File: config.mk
export PLATFORM = sky130hd
export DESIGN_NAME = regfile_mp
export DESIGN_NICKNAME = d
export VERILOG_FILES = /design/src/rtl/regfile_mp.sv
export SDC_FILE = /design/constraint.sdc
export NUM_CORES = 1
export LEC_CHECK = 0
export ABC_CLOCK_PERIOD_IN_PS = 2400
export CORE_UTILIZATION = 50
export CTS_CLUSTER_DIAMETER = 30
export DETAILED_ROUTE_END_ITERATION = 8
export PLACE_DENSITY_LB_ADDON = 0.08
export SLEW_MARGIN = 25
export SYNTH_ARGS = -nofsm -noshare
export SYNTH_HDL_FRONTEND = slang
export SYNTH_SLANG_ARGS = --single-unit
export TNS_END_PERCENT = 100
File: constraint.sdc
create_clock -name Clk -period 2.4 [get_ports Clk]
set_input_delay 0.48 -clock Clk [delete_from_list [all_inputs] [get_ports Clk]]
set_output_delay 0.48 -clock Clk [all_outputs]
set_load 0.01 [all_outputs]
File: src/rtl/regfile_mp.sv
// Parametrised register file with combinational multi-port reads, write-to-read
// bypass, per-register busy scoreboard and a sequential clear engine.
module regfile_mp #(
    parameter int W        = 8,
    parameter int DEPTH    = 8,
    parameter int AW       = $clog2(DEPTH),
    parameter int NRD      = 2,
    parameter int ZERO_REG = 0,
    parameter int BYPASS   = 1
) (
    input  logic              Clk,
    input  logic              Reset,
    input  logic              WriteEn,
    input  logic [AW-1:0]     Waddr,
    input  logic [W-1:0]      DataIn,
    input  logic [NRD*AW-1:0] Raddr,
    output logic [NRD*W-1:0]  DataOut,
    input  logic              ReserveEn,
    input  logic [AW-1:0]     ReserveAddr,
    output logic [DEPTH-1:0]  Busy,
    input  logic              ClearReq,
    output logic              Ready,
    output logic [W-1:0]      RegLo,
    output logic [W-1:0]      RegHi
);

    typedef enum logic {IDLE = 1'b0, CLEAR = 1'b1} state_t;

    localparam logic [AW-1:0] LAST = AW'(DEPTH - 1);

    state_t        state;
    state_t        next_state;
    logic [AW-1:0] count;
    logic [W-1:0]  mem [DEPTH];
    logic          write_ok;
    logic          reserve_ok;
    logic          waddr_zero;
    logic          raddr_zero;

    // Register 0 is only special when the hardwired-zero option is enabled.
    assign waddr_zero = (ZERO_REG != 0) && (Waddr == '0);
    assign raddr_zero = (ZERO_REG != 0) && (ReserveAddr == '0);
    assign write_ok   = WriteEn && Ready && !waddr_zero;
    assign reserve_ok = ReserveEn && Ready && !raddr_zero;

    always_ff @(posedge Clk or negedge Reset) begin
        if (!Reset) begin
            state <= IDLE;
        end else begin
            state <= next_state;
        end
    end

    always_comb begin
        next_state = state;
        case (state)
            IDLE:  if (ClearReq) next_state = CLEAR;
            CLEAR: if (count == LAST) next_state = IDLE;
        endcase
    end

    always_comb begin
        Ready = (state == IDLE);
    end

    // Sweep pointer: parked at 0 while idle, so the first CLEAR cycle hits register 0.
    always_ff @(posedge Clk or negedge Reset) begin
        if (!Reset) begin
            count <= '0;
        end else if (state == IDLE) begin
            count <= '0;
        end else if (count != LAST) begin
            count <= count + 1'b1;
        end
    end

    always_ff @(posedge Clk or negedge Reset) begin
        if (!Reset) begin
            for (int i = 0; i < DEPTH; i++) begin
                mem[i] <= '0;
            end
        end else if (state == CLEAR) begin
            mem[count] <= '0;
        end else if (write_ok) begin
            mem[Waddr] <= DataIn;
        end
    end

    // Reserve is applied after the write so a same-cycle reservation wins.
    always_ff @(posedge Clk or negedge Reset) begin
        if (!Reset) begin
            Busy <= '0;
        end else if (state == CLEAR) begin
            Busy[count] <= 1'b0;
        end else begin
            if (write_ok) begin
                Busy[Waddr] <= 1'b0;
            end
            if (reserve_ok) begin
                Busy[ReserveAddr] <= 1'b1;
            end
        end
    end

    for (genvar i = 0; i < NRD; i++) begin : g_rd
        logic [AW-1:0] ra;
        logic [W-1:0]  rd;

        assign ra = Raddr[i*AW +: AW];

        always_comb begin
            rd = mem[ra];
            if ((BYPASS != 0) && WriteEn && Ready && (ra == Waddr)) begin
                rd = DataIn;
            end
            if ((ZERO_REG != 0) && (ra == '0)) begin
                rd = '0;
            end
        end

        assign DataOut[i*W +: W] = rd;
    end

    assign RegLo = (ZERO_REG != 0) ? '0 : mem[0];
    assign RegHi = mem[DEPTH-1];

endmodule

# After elaboration in Yosys (flattened, before gate mapping)
# Index checks and enable logic that the tools add are counted.
# word_totals
reg_bits,76
inputBits,25
out_inout_bits,41
word_cells,81
# classes
add_sub_neg,1
order_cmp,12
n_eq_ne,5
mux,30
n_bitwise,12
n_reduce_logical,10
# ops
cell,n
64-bit two-way mux,2
8-bit two-way mux,12
64-bit AND,1
64-bit bitwise mux,1
64-bit inverter,1
8-bit binary-select mux with 3-bit select,2
8-bit demux with 3-bit select,2
8-bit AND,2
4-bit greater-or-equal comparator (second input constant),4
3-bit inverter with 4-bit output,4
8-bit inverter,2
3-bit by 4-bit < comparator with 1-bit output (second input constant),3
1-bit demux with 3-bit select,3
3-bit by 1-bit greater-or-equal comparator with 1-bit output (second input constant),3
1-bit logical AND,9
4-bit by 1-bit < comparator with 1-bit output (second input constant),2
8-bit OR,1
3-bit == test,2
3-bit two-way mux,2
1-bit two-way mux,5
3-bit by 1-bit adder with 3-bit output (second input constant),1
3-bit == test (second input constant),1
3-bit != test (second input constant),1
2-bit by 1-bit != test with 1-bit output (second input constant),1
3 further kinds,3

# Longest topological paths before layout
# logic_depth
ltp_word,11
mapped_depth,5
depth_no_buf,4

# Worst setup path before layout
# Ideal clock, no wire load.
# synth_timing
path_type,input to output
start,input Raddr[0]
end,output DataOut[0]
arrival_time_ps,1748
t_required_ps,1920
slack_ps,172
stages,5
path_buffers,2
path_cell_list,buf_6 -> buf_12 -> mux4_2 -> mux2_2 -> mux2_4
# synth_between
elab_chain_len,5
word_cells_on_any_way,7
cone_classes,1 x eq/ne; 4 x mux; 1 x bitwise; 1 x reduce/logical
# synth_rtl
item,line_no,source
start: declaration,16,"input logic [NRD*AW-1:0] Raddr,"
3-bit inverter with 4-bit output (implied by the code),112,rd = mem[ra];
8-bit binary-select mux with 3-bit select,112,
8-bit two-way mux (implied by the code) (2 in a row),112,
8-bit two-way mux *,113,if ((BYPASS != 0) && WriteEn && Ready && (ra == Waddr)) begin
end: declaration,17,"output logic [NRD*W-1:0] DataOut,"
# Every way passes the cells marked *; elsewhere a longest branch is shown, timed or not. The select of a mux whose other input is x is not followed.

# Final worst setup path
# layout_timing
start,register mem (netlist bit RegHi[5])
end,output DataOut[13]
# layout_between
elab_chain_len,4
# layout_rtl
item,line_no,source
start: declaration,34,logic [W-1:0] mem [DEPTH];
start signal: indexed assignment,85,mem[Waddr] <= DataIn;
8-bit binary-select mux with 3-bit select,112,
8-bit two-way mux (implied by the code) (2 in a row),112,
8-bit two-way mux,113,
# No other way between the ends. The select of a mux whose other input is x is not followed.

==> flow_metrics.env <==
export IMPL_utilization_pct=67.35
export IMPL_cp_end_kind="primary output"
export IMPL_synth_edf_count=0
export IMPL_vias=3441
export IMPL_required_ps=1920
export IMPL_setup_slack_ps=-37.23
export IMPL_design_core_area_um2=8763
export IMPL_finalSetupViolCount=14
export IMPL_fin_skew_ps=4.600
export IMPL_synth_common_cells="76 x dfrtp_1, 64 x a22o_1"
export IMPL_syn_nets=361
export IMPL_outcome="finished, violations left"
export IMPL_async_reset_ff_share_pct=100.0
export IMPL_numCtsBuffers=9
export IMPL_syn_area_per_cell_um2=13.64
export IMPL_yosys_cell_types_count=40
export IMPL_rrSetupSlack_ps=480
export IMPL_maxCapViolCount=0
export IMPL_regToRegEndpoint="mem[15]$_DFFE_PN0P_"
export IMPL_layout_area_overhead_vs_synth_pct=29.59
export IMPL_place_ws_ps=-934.4
export IMPL_yosys_area_top_type_share_pct=41.76
export IMPL_timing_reg2reg_worst_path_depth=5
export IMPL_num_rows=34
export IMPL_endpoint="DataOut[13]"
export IMPL_start_util_pct=51.97
export IMPL_die_area_um2=9495
export IMPL_antenna_found_initial=0
export IMPL_drc=0
export IMPL_path_clk_slew_ps=80
export IMPL_startpoint="RegHi[5]$_DFFE_PN0P_"
export IMPL_synth_cells=334
export IMPL_synth_seq_area_share_pct=41.76
export IMPL_maxSlewHeadroom_pct=57.05
export IMPL_cts_tree="yes"
export IMPL_reg2reg_from="state$_DFF_PN0_"
export IMPL_fmax_mhz=410.3
export IMPL_clock_path_buffers=2
export IMPL_drt_iter0_drc=169
export IMPL_gr_usage_met1_pct=41.78
export IMPL_cp_start_kind="flop"
export IMPL_worst_pin_slew_ps=641.8
export IMPL_grt_pass1_vias=3459
export IMPL_arrival_ps=1960
export IMPL_grt_pass1_wl_um=20010
export IMPL_num_antenna_cells=0
export IMPL_powerDensity_nw_per_um2=929.8
export IMPL_busiest_layer="met1"
export IMPL_final_max_slew_viol_count=0
export IMPL_port_buffers=65
export IMPL_cts_root_buf="clkbuf_8"
export IMPL_synth_flop_cell="dfrtp_1"
export IMPL_yosysMostFrequentCell="dfrtp_1"
export IMPL_violations="negative setup slack"
export IMPL_period_share_pct=101.6
export IMPL_worstSetupPathType="reg2out"
export IMPL_grt_overflow_total=0
export IMPL_ant_nets=0
export IMPL_netlist_area_um2=4554
export IMPL_dp_hpwl_um=9035
export IMPL_grt_max_degree=42
export IMPL_gp_congestion=0.8201
export IMPL_use_met2_pct=41.53
export IMPL_clock_latency_ps=360
export IMPL_ios=66
export IMPL_h_tree_depth=3
export IMPL_rsz0062_at_grt="true"
export IMPL_hold_viol=0
export IMPL_firstDrtPassIters=5
export IMPL_ir_drop_mv=0.5108
export IMPL_use_met3_pct=4.532
export IMPL_grt_total_usage_pct=27.99
export IMPL_power_leakage_nw=2.704
export IMPL_ys_warn_count=0
export IMPL_wl_per_cell_um=22.96
export IMPL_cts_sinks=76
export IMPL_hold_class="in2async"
export IMPL_die_h_um=97.44
export IMPL_wl_um=12650
export IMPL_viasPerCell=6.245
export IMPL_fin_nets=465
export IMPL_period_needed_ps=2437
export IMPL_fin_setup_tns_ps=-188.1
export IMPL_yosysTopAreaCell="dfrtp_1"
export IMPL_worstPathMaxFanout=3
export IMPL_ys_ff_latch=76
export IMPL_synthTopCellsByArea="dfrtp_1 42%, a22o_1 12%, mux4_1 9.2%"
export IMPL_final_layout_size_suffix_gt1_share_pct=40.18
export IMPL_die_w_um=97.44
what timing repair did:
| action | in CTS | in global routing |
|---|---|---|
| hold endpoints to repair | 0 | 0 |
| hold buffers | 0 | 0 |
| resized for setup | 142 | 2 |
| endpoints found under the setup margin | 16 | 16 |
| cloned | 2 | 0 |
| pin swaps | 3 | 0 |
| setup buffers | 6 | 7 |
power breakdown:
| group | switching (mW) | internal (mW) |
|---|---|---|
| combinational | 0.943 | 1.49 |
| clock | 0.489 | 0.476 |
| sequential | 0.407 | 1.68 |
layout make-up:
type	instances	area (um2)
clock buffers	11	131.4
clock inverters	5	52.55
fillers	669	2861
inverters	2	7.507
multi-input cells	213	2349
flip-flops and latches	76	1902
well taps	108	135.1
repair buffers	136	1325
through the flow:
| step | total power, mW | cells | hold slack [ps] | area [um2] |
|---|---|---|---|---|
| floorplan | 3.398 | 334 | 184.4 | 4554 |
| global placement | 4.207 | 520 | 470.9 | 5520 |
| detailed placement | 4.286 | 520 | 475.0 | 5520 |
| CTS | 5.406 | 544 | 88.67 | 5842 |
| global route | 5.758 | 551 | 107.7 | 5902 |
| finish | 5.487 | 551 | 79.23 | 5902 |
logic make-up after synthesis:
logic type	share of synthesized area, %
AO/OA/AOI/OAI	17.25
XOR/XNOR	1.346
adder cells (fa/ha/maj)	0.5494
buffers and inverters	6.758
flip-flops	41.76
multiplexers	26.81
AND/OR/NAND/NOR	5.522
registers in the layout, indices dropped and copies added, names as in the netlist:
register and flops:
mem 48, Busy 8, RegLo 8, state 1, RegHi 8, count 3
critical path: stages (launching register included):
cell and delay, ps:
dfrtp_1 420, mux4_2 500, mux2_4 280, mux2_4 280
buf_6 120
how the worst min path moves through the flow:
| stage | from | end | slack [ps] | depth (start not counted) |
|---|---|---|---|---|
| 2_1_floorplan | Reset | Busy[0]$_DFF_PN0_ | 180 | 0 |
| 3_3_place_gp | Reset | Busy[5]$_DFF_PN0_ | 470 | 1 |
| 3_5_place_dp | Reset | Busy[4]$_DFF_PN0_ | 480 | 1 |
| 4_1_cts | Reset | RegHi[3]$_DFFE_PN0P_ | 90 | 1 |
| 5_1_grt | Reset | Busy[5]$_DFF_PN0_ | 110 | 1 |
| 6_report | Reset | Busy[3]$_DFF_PN0_ | 80 | 1 |
cell usage in the layout (no fill, tap or decap), types with 6 or more instances in the layout:
cell type	netlist	layout
dfrtp_1	76	76
a22o_1	64	64
buf_4	16	61
clkdlybuf4s50_1	0	39
mux4_2	16	31
mux2_4	16	30
buf_6	2	20
nand2_1	9	9
clkbuf_8	0	9
nor2_1	7	7
o21ai_1	6	6
a21oi_1	6	6
xnor2_1	6	6
o32a_1	6	6
routing by layer:
layer / wire [um] / part of all wire (%) / up-vias
met4: 186 / 1.5 / 0
met3: 822 / 6.5 / 17
li1: - / - / 1521
met1: 5855 / 46 / 1762
met2: 5787 / 46 / 141
met5: 0 / 0 / -
Power figures use the tool's default switching activity.
